===== src/rtl/rtc_pkg.sv =====
// Shared definitions for the BCD real-time clock: field-select codes,
// per-field BCD limits and the load-value validity check.
package rtc_pkg;

  typedef enum logic [1:0] {
    SEL_SEC  = 2'd0,
    SEL_MIN  = 2'd1,
    SEL_HOUR = 2'd2,
    SEL_RSVD = 2'd3
  } field_sel_e;

  localparam logic [7:0] BCD_MAX_SM   = 8'h59;  // seconds and minutes
  localparam logic [7:0] BCD_MAX_HOUR = 8'h23;  // 24-hour format

  // A value is loadable when both nibbles are decimal digits and the
  // packed value does not exceed the field maximum.
  function automatic logic bcd_valid(input logic [7:0] val, input logic [7:0] max_bcd);
    return (val[7:4] <= 4'd9) && (val[3:0] <= 4'd9) && (val <= max_bcd);
  endfunction

endpackage


===== src/rtl/bcd_mod_counter.sv =====
// Two-digit packed-BCD counter that wraps from MAX_BCD to 00.
// A load takes priority over counting and suppresses the carry out,
// so a field being written never ripples into the field above it.
module bcd_mod_counter
  import rtc_pkg::*;
#(
  parameter logic [7:0] MAX_BCD = BCD_MAX_SM
) (
  input  logic       clk,
  input  logic       reset,
  input  logic       en,
  input  logic       load,
  input  logic [7:0] load_val,
  output logic [7:0] data,
  output logic       carry
);

  logic [7:0] next_inc;

  // Next BCD value when counting: wrap at max, else decimal-adjust the low digit.
  always_comb begin
    next_inc = data + 8'h01;
    if (data == MAX_BCD) begin
      next_inc = 8'h00;
    end else if (data[3:0] == 4'd9) begin
      next_inc = {data[7:4] + 4'd1, 4'd0};
    end
  end

  assign carry = en && !load && (data == MAX_BCD);

  // Field register: load wins over count.
  always_ff @(posedge clk or posedge reset) begin
    if (reset) begin
      data <= 8'h00;
    end else if (load) begin
      data <= load_val;
    end else if (en) begin
      data <= next_inc;
    end
  end

endmodule


===== src/rtl/rtc_bcd_clock.sv =====
// 24-hour BCD clock: prescales clk to a 10 Hz tick, then counts tenths,
// seconds, minutes and hours with same-cycle carry ripple.
// Optional alarm comparator is built when RTC_ALARM_EN is defined.
// Load semantics: set_en is a single-cycle strobe; a valid value lands in
// the selected field on the next edge, an invalid one pulses set_err.
module rtc_bcd_clock
  import rtc_pkg::*;
#(
  parameter int CLK_HZ = 50000000
) (
  input  logic       clk,
  input  logic       reset,
  input  logic       run,
  input  logic       set_en,
  input  logic [1:0] set_sel,
  input  logic [7:0] set_val,
  output logic [3:0] tenths,
  output logic [7:0] sec,
  output logic [7:0] min,
  output logic [7:0] hour,
  output logic       sec_pulse,
  output logic       set_err
`ifdef RTC_ALARM_EN
  ,
  input  logic       alarm_set,
  input  logic       alarm_clr,
  output logic       alarm
`endif
);

  localparam int DIV = CLK_HZ / 10;
  localparam int CW  = (DIV > 1) ? $clog2(DIV) : 1;
  localparam logic [CW-1:0] CNT_LAST = CW'(DIV - 1);

  logic [CW-1:0] cnt;
  logic          tick10;
  logic          carry_s, carry_m, carry_h;
  logic [7:0]    sel_max;
  logic          set_ok;
  logic          load_sec, load_min, load_hour;
  logic          err_now;

  assign tick10  = run && (cnt == CNT_LAST);
  assign carry_s = tick10 && (tenths == 4'd9);

  // Limit for the field addressed by set_sel.
  always_comb begin
    sel_max = BCD_MAX_SM;
    if (set_sel == SEL_HOUR) begin
      sel_max = BCD_MAX_HOUR;
    end
  end

  assign set_ok    = (set_sel != SEL_RSVD) && bcd_valid(set_val, sel_max);
  assign load_sec  = set_en && set_ok && (set_sel == SEL_SEC);
  assign load_min  = set_en && set_ok && (set_sel == SEL_MIN);
  assign load_hour = set_en && set_ok && (set_sel == SEL_HOUR);

  // Prescaler: holds while paused; a seconds load restarts the current second.
  always_ff @(posedge clk or posedge reset) begin
    if (reset) begin
      cnt <= '0;
    end else if (load_sec) begin
      cnt <= '0;
    end else if (run) begin
      cnt <= (cnt == CNT_LAST) ? '0 : cnt + CW'(1);
    end
  end

  // Tenths digit (binary 0..9), cleared together with the prescaler on a seconds load.
  always_ff @(posedge clk or posedge reset) begin
    if (reset) begin
      tenths <= 4'd0;
    end else if (load_sec) begin
      tenths <= 4'd0;
    end else if (tick10) begin
      tenths <= (tenths == 4'd9) ? 4'd0 : tenths + 4'd1;
    end
  end

  bcd_mod_counter #(.MAX_BCD(BCD_MAX_SM)) u_sec (
    .clk      (clk),
    .reset    (reset),
    .en       (carry_s),
    .load     (load_sec),
    .load_val (set_val),
    .data     (sec),
    .carry    (carry_m)
  );

  bcd_mod_counter #(.MAX_BCD(BCD_MAX_SM)) u_min (
    .clk      (clk),
    .reset    (reset),
    .en       (carry_m),
    .load     (load_min),
    .load_val (set_val),
    .data     (min),
    .carry    (carry_h)
  );

  // Hour carry out is unused: 23 -> 00 wraps silently.
  logic carry_day;
  bcd_mod_counter #(.MAX_BCD(BCD_MAX_HOUR)) u_hour (
    .clk      (clk),
    .reset    (reset),
    .en       (carry_h),
    .load     (load_hour),
    .load_val (set_val),
    .data     (hour),
    .carry    (carry_day)
  );

`ifdef RTC_ALARM_EN
  logic [7:0] al_min, al_hour;
  logic       al_ok, match, match_q;

  assign al_ok = set_ok && ((set_sel == SEL_MIN) || (set_sel == SEL_HOUR));
  assign match = (hour == al_hour) && (min == al_min) && (sec == 8'h00) && (tenths == 4'd0);
  assign err_now = (set_en && !set_ok) || (alarm_set && !al_ok);

  // Alarm time register, written with the same validation as a field load.
  always_ff @(posedge clk or posedge reset) begin
    if (reset) begin
      al_min  <= 8'h00;
      al_hour <= 8'h00;
    end else if (alarm_set && al_ok) begin
      if (set_sel == SEL_MIN) begin
        al_min <= set_val;
      end else begin
        al_hour <= set_val;
      end
    end
  end

  // Alarm fires on the rising edge of a match so that clearing it inside the
  // matching tenth does not re-arm; match_q resets high so that the reset
  // time 00:00:00.0 never counts as an alarm event.
  always_ff @(posedge clk or posedge reset) begin
    if (reset) begin
      match_q <= 1'b1;
      alarm   <= 1'b0;
    end else begin
      match_q <= match;
      if (alarm_clr) begin
        alarm <= 1'b0;
      end else if (match && !match_q) begin
        alarm <= 1'b1;
      end
    end
  end
`else
  assign err_now = set_en && !set_ok;
`endif

  // Status strobes: counted seconds change and rejected loads.
  always_ff @(posedge clk or posedge reset) begin
    if (reset) begin
      sec_pulse <= 1'b0;
      set_err   <= 1'b0;
    end else begin
      sec_pulse <= carry_s && !load_sec;
      set_err   <= err_now;
    end
  end

endmodule


===== config.mk =====
export PLATFORM = sky130hd
export DESIGN_NAME = rtc_bcd_clock
export DESIGN_NICKNAME = d
export VERILOG_FILES = /design/src/rtl/rtc_pkg.sv /design/src/rtl/bcd_mod_counter.sv /design/src/rtl/rtc_bcd_clock.sv
export SDC_FILE = /design/constraint.sdc
export NUM_CORES = 1
export LEC_CHECK = 0
export ABC_AREA = 1
export CORE_MARGIN = 5
export CORE_UTILIZATION = 52
export DETAILED_ROUTE_END_ITERATION = 10
export GPL_ROUTABILITY_DRIVEN = 0
export GPL_TIMING_DRIVEN = 1
export PLACE_DENSITY = 0.77
export SYNTH_ARGS = -nofsm -noshare
export SYNTH_HDL_FRONTEND = slang
export SYNTH_HIERARCHICAL = 1
export SYNTH_SLANG_ARGS = --single-unit

===== constraint.sdc =====
create_clock -name clk -period 3.17 [get_ports clk]
set_clock_uncertainty 0.15 [all_clocks]
set_input_delay 0.634 -clock clk [delete_from_list [all_inputs] [get_ports clk]]
set_output_delay 0.634 -clock clk [all_outputs]
set_load 0.005 [all_outputs]

# Word-level counts from Yosys, hierarchy flattened
# Cells that the tools add are included.
[word_totals] reg_bits=53 output_inout_bits=30
[classes] addsub=8 n_lt_le_gt_ge=3 n_eq_ne=11 muxes=19 n_reduce_logical=23
[op_table] cell="8-bit two-way mux" count=12
[op_table] cell="23-bit two-way mux" count=3
[op_table] cell="8-bit by 1-bit adder with 8-bit output, second input constant" count=3
[op_table] cell="23-bit by 1-bit adder with 23-bit output, second input constant" count=1
[op_table] cell="23-bit equality test, second input constant" count=1
[op_table] cell="4-bit by 1-bit adder with 4-bit output, second input constant" count=4
[op_table] cell="4-bit equality test, second input constant" count=4
[op_table] cell="8-bit by 7-bit equality test with 1-bit output, second input constant" count=2
[op_table] cell="1-bit logical AND" count=14
[op_table] cell="4-bit two-way mux" count=3
[op_table] cell="2-bit nonzero test" count=5
[op_table] cell="8-bit by 6-bit equality test with 1-bit output, second input constant" count=1
[op_table] cell="4-bit less-or-equal comparator, second input constant" count=2
[op_table] cell="8-bit less-or-equal comparator" count=1
[op_table] cell="7-bit two-way mux" count=1
[op_table] cell="1-bit zero test" count=3
[op_table] cell="2-bit by 1-bit equality test with 1-bit output, second input constant" count=1
[op_table] cell="2-bit equality test, second input constant" count=1
[op_table] cell="2-bit zero test" count=1
[op_table] cell="2-bit inequality test, second input constant" count=1

# Depth between registers and ports, before layout
# Gate-level depths: netlist of run 1.
[depth] depth_word=14 depth_mapped=22 depth_no_buf=21

# Hierarchy
# The synthesis of run 1 kept the hierarchy.
[by_module_without_submodules] module="rtc_bcd_clock" n_inst=1 cells_per_inst=343 area_per_inst_um2=2238.4 seq_area_each_um2=725.7
[by_module_without_submodules] module="bcd_mod_counter (u_min ...)" n_inst=2 cells_per_inst=81 area_per_inst_um2=611.8 seq_area_each_um2=200.2
[by_module_without_submodules] module="bcd_mod_counter (u_hour)" n_inst=1 cells_per_inst=79 area_per_inst_um2=591.8 seq_area_each_um2=200.2

# Least setup slack after synthesis of run 1
# No wires, ideal clock.
[synth_path] path_kind="input to register" start="in set_sel[0]" end="reg u_hour.data[0]" setup_ns=0.131 arrival_time_ns=2.987 t_required_ns=2.889 setup_slack_ns=-0.099 path_stages=19 path_buffers=1 cell_sequence="inv_2 > nand2_2 > ha_1 > nand2_1 > a21oi_1 > nand3_1 > nand4_2 > inv_1 > buf_2 > inv_1 > nand2_1 > nor3_1 > nand2_1 > nor3_1 > inv_1 > nand2_1 > inv_1 > a22oi_1 > o21ai_0"
[synth_via] elab_chain_len=13 elab_cells_between_ends=20
[synth_rtl] item="start: declaration" line_no="rtc_bcd_clock.sv:15" rtl="input logic [1:0] set_sel,"
[synth_rtl] item="2-bit equality test" line_no="rtc_bcd_clock.sv:49" rtl="if (set_sel == SEL_HOUR) begin"
[synth_rtl] item="7-bit two-way mux" line_no="rtc_bcd_clock.sv:49"
[synth_rtl] item="8-bit less-or-equal comparator" line_no="rtc_pkg.sv:18" rtl="return (val[7:4] <= 4'd9) && (val[3:0] <= 4'd9) && (val <= max_bcd);"
[synth_rtl] item="1-bit logical AND" line_no="rtc_pkg.sv:18"
[synth_rtl] item="1-bit logical AND" line_no="rtc_bcd_clock.sv:54" rtl="assign set_ok = (set_sel != SEL_RSVD) && bcd_valid(set_val, sel_max);"
[synth_rtl] item="1-bit logical AND" line_no="rtc_bcd_clock.sv:55" rtl="assign load_sec = set_en && set_ok && (set_sel == SEL_SEC);"
[synth_rtl] item="1-bit logical AND (*)" line_no="rtc_bcd_clock.sv:55"
[synth_rtl] item="named net load_sec" line_no="rtc_bcd_clock.sv:40" rtl="logic load_sec, load_min, load_hour;"
[synth_rtl] item="1-bit zero test (*)" line_no="bcd_mod_counter.sv:30" rtl="assign carry = en && !load && (data == MAX_BCD);"
[synth_rtl] item="1-bit logical AND (*) (2 in series)" line_no="bcd_mod_counter.sv:30"
[synth_rtl] item="named net carry_m" line_no="rtc_bcd_clock.sv:37" rtl="logic carry_s, carry_m, carry_h;"
[synth_rtl] item="1-bit logical AND (*) (2 in series)" line_no="bcd_mod_counter.sv:30"
[synth_rtl] item="named net carry_h" line_no="rtc_bcd_clock.sv:37"
[synth_rtl] item="2-bit nonzero test (no line) (*)"
[synth_rtl] item="end signal: assignment" line_no="bcd_mod_counter.sv:37" rtl="data <= load_val;"
[synth_rtl] item="end signal: assignment" line_no="bcd_mod_counter.sv:39" rtl="data <= next_inc;"
[synth_rtl] item="end: declaration" line_no="bcd_mod_counter.sv:14" rtl="output logic [7:0] data,"
# Mark *: on every way through the listed nets, which the timed path passes. The rest lies on a longest branch.
# A chain may end at the register's enable or synchronous reset.

# Worst setup path in the final report of run 1
[layout_path] start="in set_val[6]" end="reg u_hour.data[5]"
[layout_via] elab_chain_len=12 elab_cells_between_ends=17
[layout_rtl] item="start: declaration" line_no="rtc_bcd_clock.sv:16" rtl="input logic [7:0] set_val,"
[layout_rtl] item="branches (longest 2 deep; another with 8-bit less-or-equal comparator)"
[layout_rtl] item="1-bit logical AND (*)" line_no="rtc_pkg.sv:18"
[layout_rtl] item="1-bit logical AND (*)" line_no="rtc_bcd_clock.sv:54"
[layout_rtl] item="1-bit logical AND (*) (2 in series)" line_no="rtc_bcd_clock.sv:55"
[layout_rtl] item="named net load_sec" line_no="rtc_bcd_clock.sv:40"
[layout_rtl] item="1-bit zero test (*)" line_no="bcd_mod_counter.sv:30"
[layout_rtl] item="1-bit logical AND (*) (2 in series)" line_no="bcd_mod_counter.sv:30"
[layout_rtl] item="named net carry_m" line_no="rtc_bcd_clock.sv:37"
[layout_rtl] item="1-bit logical AND (*) (2 in series)" line_no="bcd_mod_counter.sv:30"
[layout_rtl] item="named net carry_h" line_no="rtc_bcd_clock.sv:37"
[layout_rtl] item="2-bit nonzero test (no line) (*)"
# Mark *: on every way through the listed nets, which the timed path passes.

==> results.toml, run 1 <==
[clocking]
hold_buffers = 0
numCtsBuffers = 5
cts_tree = "built"
cts_max_level = 2
worstSkewPairLatency_ns = 0.32
cts.sinks = 53
cts_root_buf = "clkbuf_8"
clk_path_buf_depth = 2
clk_pin_slew_ns = 0.11

[worst_setup_path]
critPathTopFamily = "simple AND/OR/NAND/NOR gates"
path_class = "input pin to register"
crit_chain = "clkdlybuf4s50_1 -> ha_1 -> inv_1 -> nor2_1 -> nand3_1 -> nand4_2 -> inv_1 -> inv_1 -> nand2_1 -> nor3_2 -> nand2_1 -> nor3_2 -> inv_1 -> nor2_2 -> nand2_1 -> inv_1 -> nand3_1 -> nand2_1"
slowest_stage = "clkdlybuf4s50_1"
cp.arrival_ns = 3.06
path_max_fanout = 3
cp-end-kind = "register"
worstPathRequired_ns = 3.29
critPathMostFrequentCell = "inv_1"
crit_path_max_incr_delay_ns = 0.47
crit_buf_inv = 6
crit_path_start_kind = "input pin"

[die]
dieArea_mm2 = 0.00965
die_h_um = 98.2
core_mm2 = 0.00765
die_w_um = 98.2
initial_core_util = 0.529
row_count = 32
io_pins = 44

[drt]
drt_iter0_markers = 213
drc = 0
routed_wl_um = 10300
vias_per_cell = 5.36
dr.pass1.iters = 5
wl_per_cell_um = 13.7
ant_nets = 0
vias = 4036

[final_layout]
nNetsFinal = 682
final_common_cell = "nand2_1"
drive_above_1_share = 0.117
diodes = 0
fin_cells = 753
nFillCells = 659
syn_to_final_growth_pct = 20.7
design_area_mm2 = 0.00489
final_cell_mix = "156 x nand2_1, 103 x nand3_1, 66 x inv_1, 54 x nor2_1, 53 x dfrtp_1"
fin_util = 0.639

[timing]
finalCritPeriodShare = 0.928
tightestPinTransition_ns = 0.575
period_needed_ns = 2.94
slew_headroom = 0.617
grt_setup_unrepaired = "no"
fmax_mhz = 340
slew_viol_final = 0
hold_viol = 0
setup_viol = 0

[place]
dpl.cell_count = 745
placed_cell_area_mm2 = 0.00476
io_buffers = 43
dpl.hpwl_um = 8000

[logic_synthesis]
syn_nets = 615
postSynthAreaPerCell_um2 = 6.94
syn_inst = 583
synth_area_mm2 = 0.00405
yosys_warnings = 6

[global_route]
grt_overflow_total = 0
grt_pass1_vias = 3809
antenna_found_initial = 0
grt_max_degree = 52
grt_pass1_wl_um = 17700
grt_util_all_layers = 0.218

[power_and_ir_drop]
powerDensity_mw_per_mm2 = 420
p_leak_nw = 2.37
ir_drop_mv = 0.329

[min_path]
hp-class = "register to register"

[outcome]
outcome = "finished, final reports clean"

[flow_run]
maxCapViolCount = 0
==> power breakdown <==
part	internal, mW	total [mW]	switching, mW
logic	0.348	0.673	0.325
registers	0.784	0.972	0.189
clock network	0.160	0.408	0.247
==> flip-flops by register name, indices dropped and copies added, names as in the netlist <==
name / count
tenths: 4
u_hour/data: 8
cnt: 23
sec_pulse: 1
set_err: 1
u_min/data: 8
u_sec/data: 8
==> stage by stage <==
step | setup WS, ns | hold WS [ns] | power, mW | TNS [ns]
2_1_floorplan | 0.00684 | 0.300 | 1.32 | 0
3_3_place_gp | -0.192 | 0.375 | 1.62 | -1.44
3_5_place_dp | -0.324 | 0.384 | 1.65 | -2.71
4_1_cts | 0.0172 | 0.413 | 2.06 | 0
5_1_grt | 0.0140 | 0.440 | 2.20 | 0
6_report | 0.227 | 0.412 | 2.05 | 0
==> per-layer routing <==
layer,global-route usage,part of all wire,vias up
met5,0,0,-
met3,0.0414,0.056,19
met2,0.360,0.48,128
met4,0.0714,0.024,0
li1,-,-,2033
met1,0.288,0.44,1856
==> final cells by class <==
cell class	count	area, um2	area share
Timing Repair Buffer	72	658	0.135
Sequential cell	53	1330	0.271
Inverter	74	278	0.0568
Clock buffer	5	68.8	0.0141
Multi-Input combinational cell	444	2400	0.492
Clock inverter	3	25.0	0.00512
Tap cell	102	128	0.0261
==> final timing paths <==
| path | start | endpoint | slack [ns] | depth (start not counted) |
|---|---|---|---|---|
| min in group asynchronous | reset | set_err | 0.46 | 2 |
| max reg2reg | cnt[1] | u_hour/data[5] | 0.28 | 17 |
| min reg2reg | cnt[1] | cnt[1] | 0.41 | 2 |
| min | cnt[1] | cnt[1] | 0.41 | 2 |
| max in group asynchronous | reset | cnt[9] | 1.84 | 3 |
| max | set_val[6] | u_hour/data[5] | 0.23 | 18 |
==> worst min-delay path: cells and delay by family (launching register included) <==
family / cells / cell delay (ns)
flops: 1 / 0.39
simple gates: 2 / 0.14
==> timing repair <==
item / in CTS / in global routing
setup buffers: 0 / 0
gates resized for setup: 0 / 14
endpoints found under the setup margin: 0 / 12
Note: power is estimated with default switching activity, not from simulation.
==> run 2, diff against run 1 <==
--- a/config.mk
+++ b/config.mk
@@ -16,3 +16,4 @@
 export SYNTH_HDL_FRONTEND = slang
 export SYNTH_HIERARCHICAL = 1
 export SYNTH_SLANG_ARGS = --single-unit
+export TNS_END_PERCENT = 100
==> results of run 2 <==
Same layout as run 1: the final DEF is identical, and so are final timing and power.
==> run 3, diff against run 2 <==
--- a/config.mk
+++ b/config.mk
@@ -6,12 +6,14 @@
 export NUM_CORES = 1
 export LEC_CHECK = 0
 export ABC_AREA = 1
+export CELL_PAD_IN_SITES_DETAIL_PLACEMENT = 0
+export CELL_PAD_IN_SITES_GLOBAL_PLACEMENT = 2
 export CORE_MARGIN = 5
-export CORE_UTILIZATION = 52
+export CORE_UTILIZATION = 29
 export DETAILED_ROUTE_END_ITERATION = 10
 export GPL_ROUTABILITY_DRIVEN = 0
 export GPL_TIMING_DRIVEN = 1
-export PLACE_DENSITY = 0.77
+export PLACE_DENSITY_LB_ADDON = 0.1
 export SYNTH_ARGS = -nofsm -noshare
 export SYNTH_HDL_FRONTEND = slang
 export SYNTH_HIERARCHICAL = 1
==> results.toml, run 3 (synthesized netlist as in run 1, its figures left out) <==
[outcome]
outcome = "finished, final reports clean"

[drt]
vias = 3971
vias_per_cell = 4.74
drt_iter0_markers = 204
dr.pass1.iters = 6
routed_wl_um = 12300
drc = 0
wl_per_cell_um = 14.7
ant_nets = 0

[flow_run]
maxCapViolCount = 0

[final_layout]
syn_to_final_growth_pct = 26.1
fin_cells = 837
nNetsFinal = 688
fin_util = 0.371
ff_latch_area_mm2 = 0.00133
design_area_mm2 = 0.00510
diodes = 0
largest_reg_flops = 23
drive_above_1_share = 0.129
final_common_cell = "nand2_1"
multiInputGateArea_mm2 = 0.00242
regMostFlops = "cnt"
final_cell_mix = "154 x nand2_1, 102 x nand3_1, 67 x inv_1, 54 x nor2_1, 53 x dfrtp_1"
nFillCells = 1510

[timing]
finalCritPeriodShare = 0.917
slew_headroom = 0.572
hold_viol = 0
period_needed_ns = 2.91
setup_viol = 0
fmax_mhz = 344
tns_ns = 0
tightestPinTransition_ns = 0.642
slew_viol_final = 0

[clocking]
cts.sinks = 53
numCtsBuffers = 5
cts_tree = "built"
worstSkewPairLatency_ns = 0.30
hold_buffers = 0
cts_max_level = 2
clk_pin_slew_ns = 0.07
cts_root_buf = "clkbuf_16"
clk_path_buf_depth = 2

[worst_setup_path]
crit_path_max_incr_delay_ns = 0.43
worstPathRequired_ns = 3.21
crit_chain = "clkdlybuf4s50_1 -> ha_1 -> nand2_1 -> a21oi_1 -> nand3_1 -> nand4_2 -> inv_1 -> inv_1 -> nand2_2 -> nor3_4 -> nand2_2 -> nor3_2 -> inv_1 -> nand2_1 -> inv_2 -> a22oi_1 -> o21ai_1"
reg2reg_slack_ns = 0.29
cp.arrival_ns = 2.95
critPathMostFrequentCell = "inv_1"
path_class = "input pin to register"
slowest_stage = "clkdlybuf4s50_1"
cp-end-kind = "register"
crit_path_start_kind = "input pin"
path_max_fanout = 7

[global_route]
grt_overflow_total = 0
grt_util_all_layers = 0.155
grt_max_degree = 52
antenna_found_initial = 0
grt_pass1_wl_um = 20400
grt_pass1_vias = 3971

[min_path]
hp-class = "register to register"

[power_and_ir_drop]
power_mw = 2.24
p_leak_nw = 2.44
ir_drop_mv = 0.248
powerDensity_mw_per_mm2 = 439

[die]
initial_core_util = 0.294
row_count = 43
die_h_um = 128
dieArea_mm2 = 0.0164
core_mm2 = 0.0138
io_pins = 44
die_w_um = 128

[place]
placed_cell_area_mm2 = 0.00490
io_buffers = 43
dpl.hpwl_um = 9410
dpl.cell_count = 828
-- run 3: cell types whose count changed in the layout (fill, tap and decap cells not counted), sizes merged --
cell / delta
clkinv: +1
inv: -1
clkinvlp: -1
buf: +6
clkdlybuf4s50: +1
dlymetal6s2s: -1
clkbuf: +1
-- run 3: worst max-delay path, delay by kind of cell --
kind	cells	cell delay, ns
compound gates	3	0.34
simple gates	8	0.97
buf+inv	5	0.72
fa+ha+maj	1	0.29
-- run 3: where the power goes --
| part | total (mW) | internal [mW] | leakage [nW] | switching [mW] |
|---|---|---|---|---|
| Sequential | 0.980 | 0.784 | 0.701 | 0.196 |
| Combinational | 0.681 | 0.352 | 1.66 | 0.329 |
| Clock | 0.578 | 0.315 | 0.0768 | 0.263 |
| Total | 2.24 | 1.45 | 2.44 | 0.788 |
-- run 3: what timing repair did --
item,in CTS,in global routing
endpoints found under the setup margin,6,15
setup buffers,1,0
pin swaps,1,4
gates cloned,0,0
gates resized for setup,1,16
-- run 3: path summary, 6_finish.rpt --
kind	depth (start not counted)	to	start
max	17	u_hour/data[1]	set_val[4]
min	2	cnt[1]	cnt[1]
max reg2reg	16	u_hour/data[1]	cnt[1]
min reg2reg	2	cnt[1]	cnt[1]
max in group asynchronous	3	cnt[16]	reset
min in group asynchronous	2	u_hour/data[1]	reset
-- run 3: area by class of cell --
type                    count  area share
flip-flops and latches     53       0.260
clock inverters             2     0.00270
repair buffers             78       0.137
clock buffers               6      0.0272
inverters                  74      0.0544
multi-input cells         444       0.475
well taps                 180      0.0441
-- run 3: per-layer routing --
layer | track usage | part of all wire
met2 | 0.252 | 0.46
met5 | 0 | 0
met1 | 0.213 | 0.49
met4 | 0.0412 | 0.015
met3 | 0.0258 | 0.027
-- run 3: per-stage QoR --
step | worst slack (ns) | hold slack (ns)
after floorplan | 0.00684 | 0.300
after detailed placement | -0.365 | 0.392
after CTS | 0.0169 | 0.410
after global placement | -0.260 | 0.377
after global routing | -0.00919 | 0.440
final | 0.262 | 0.416
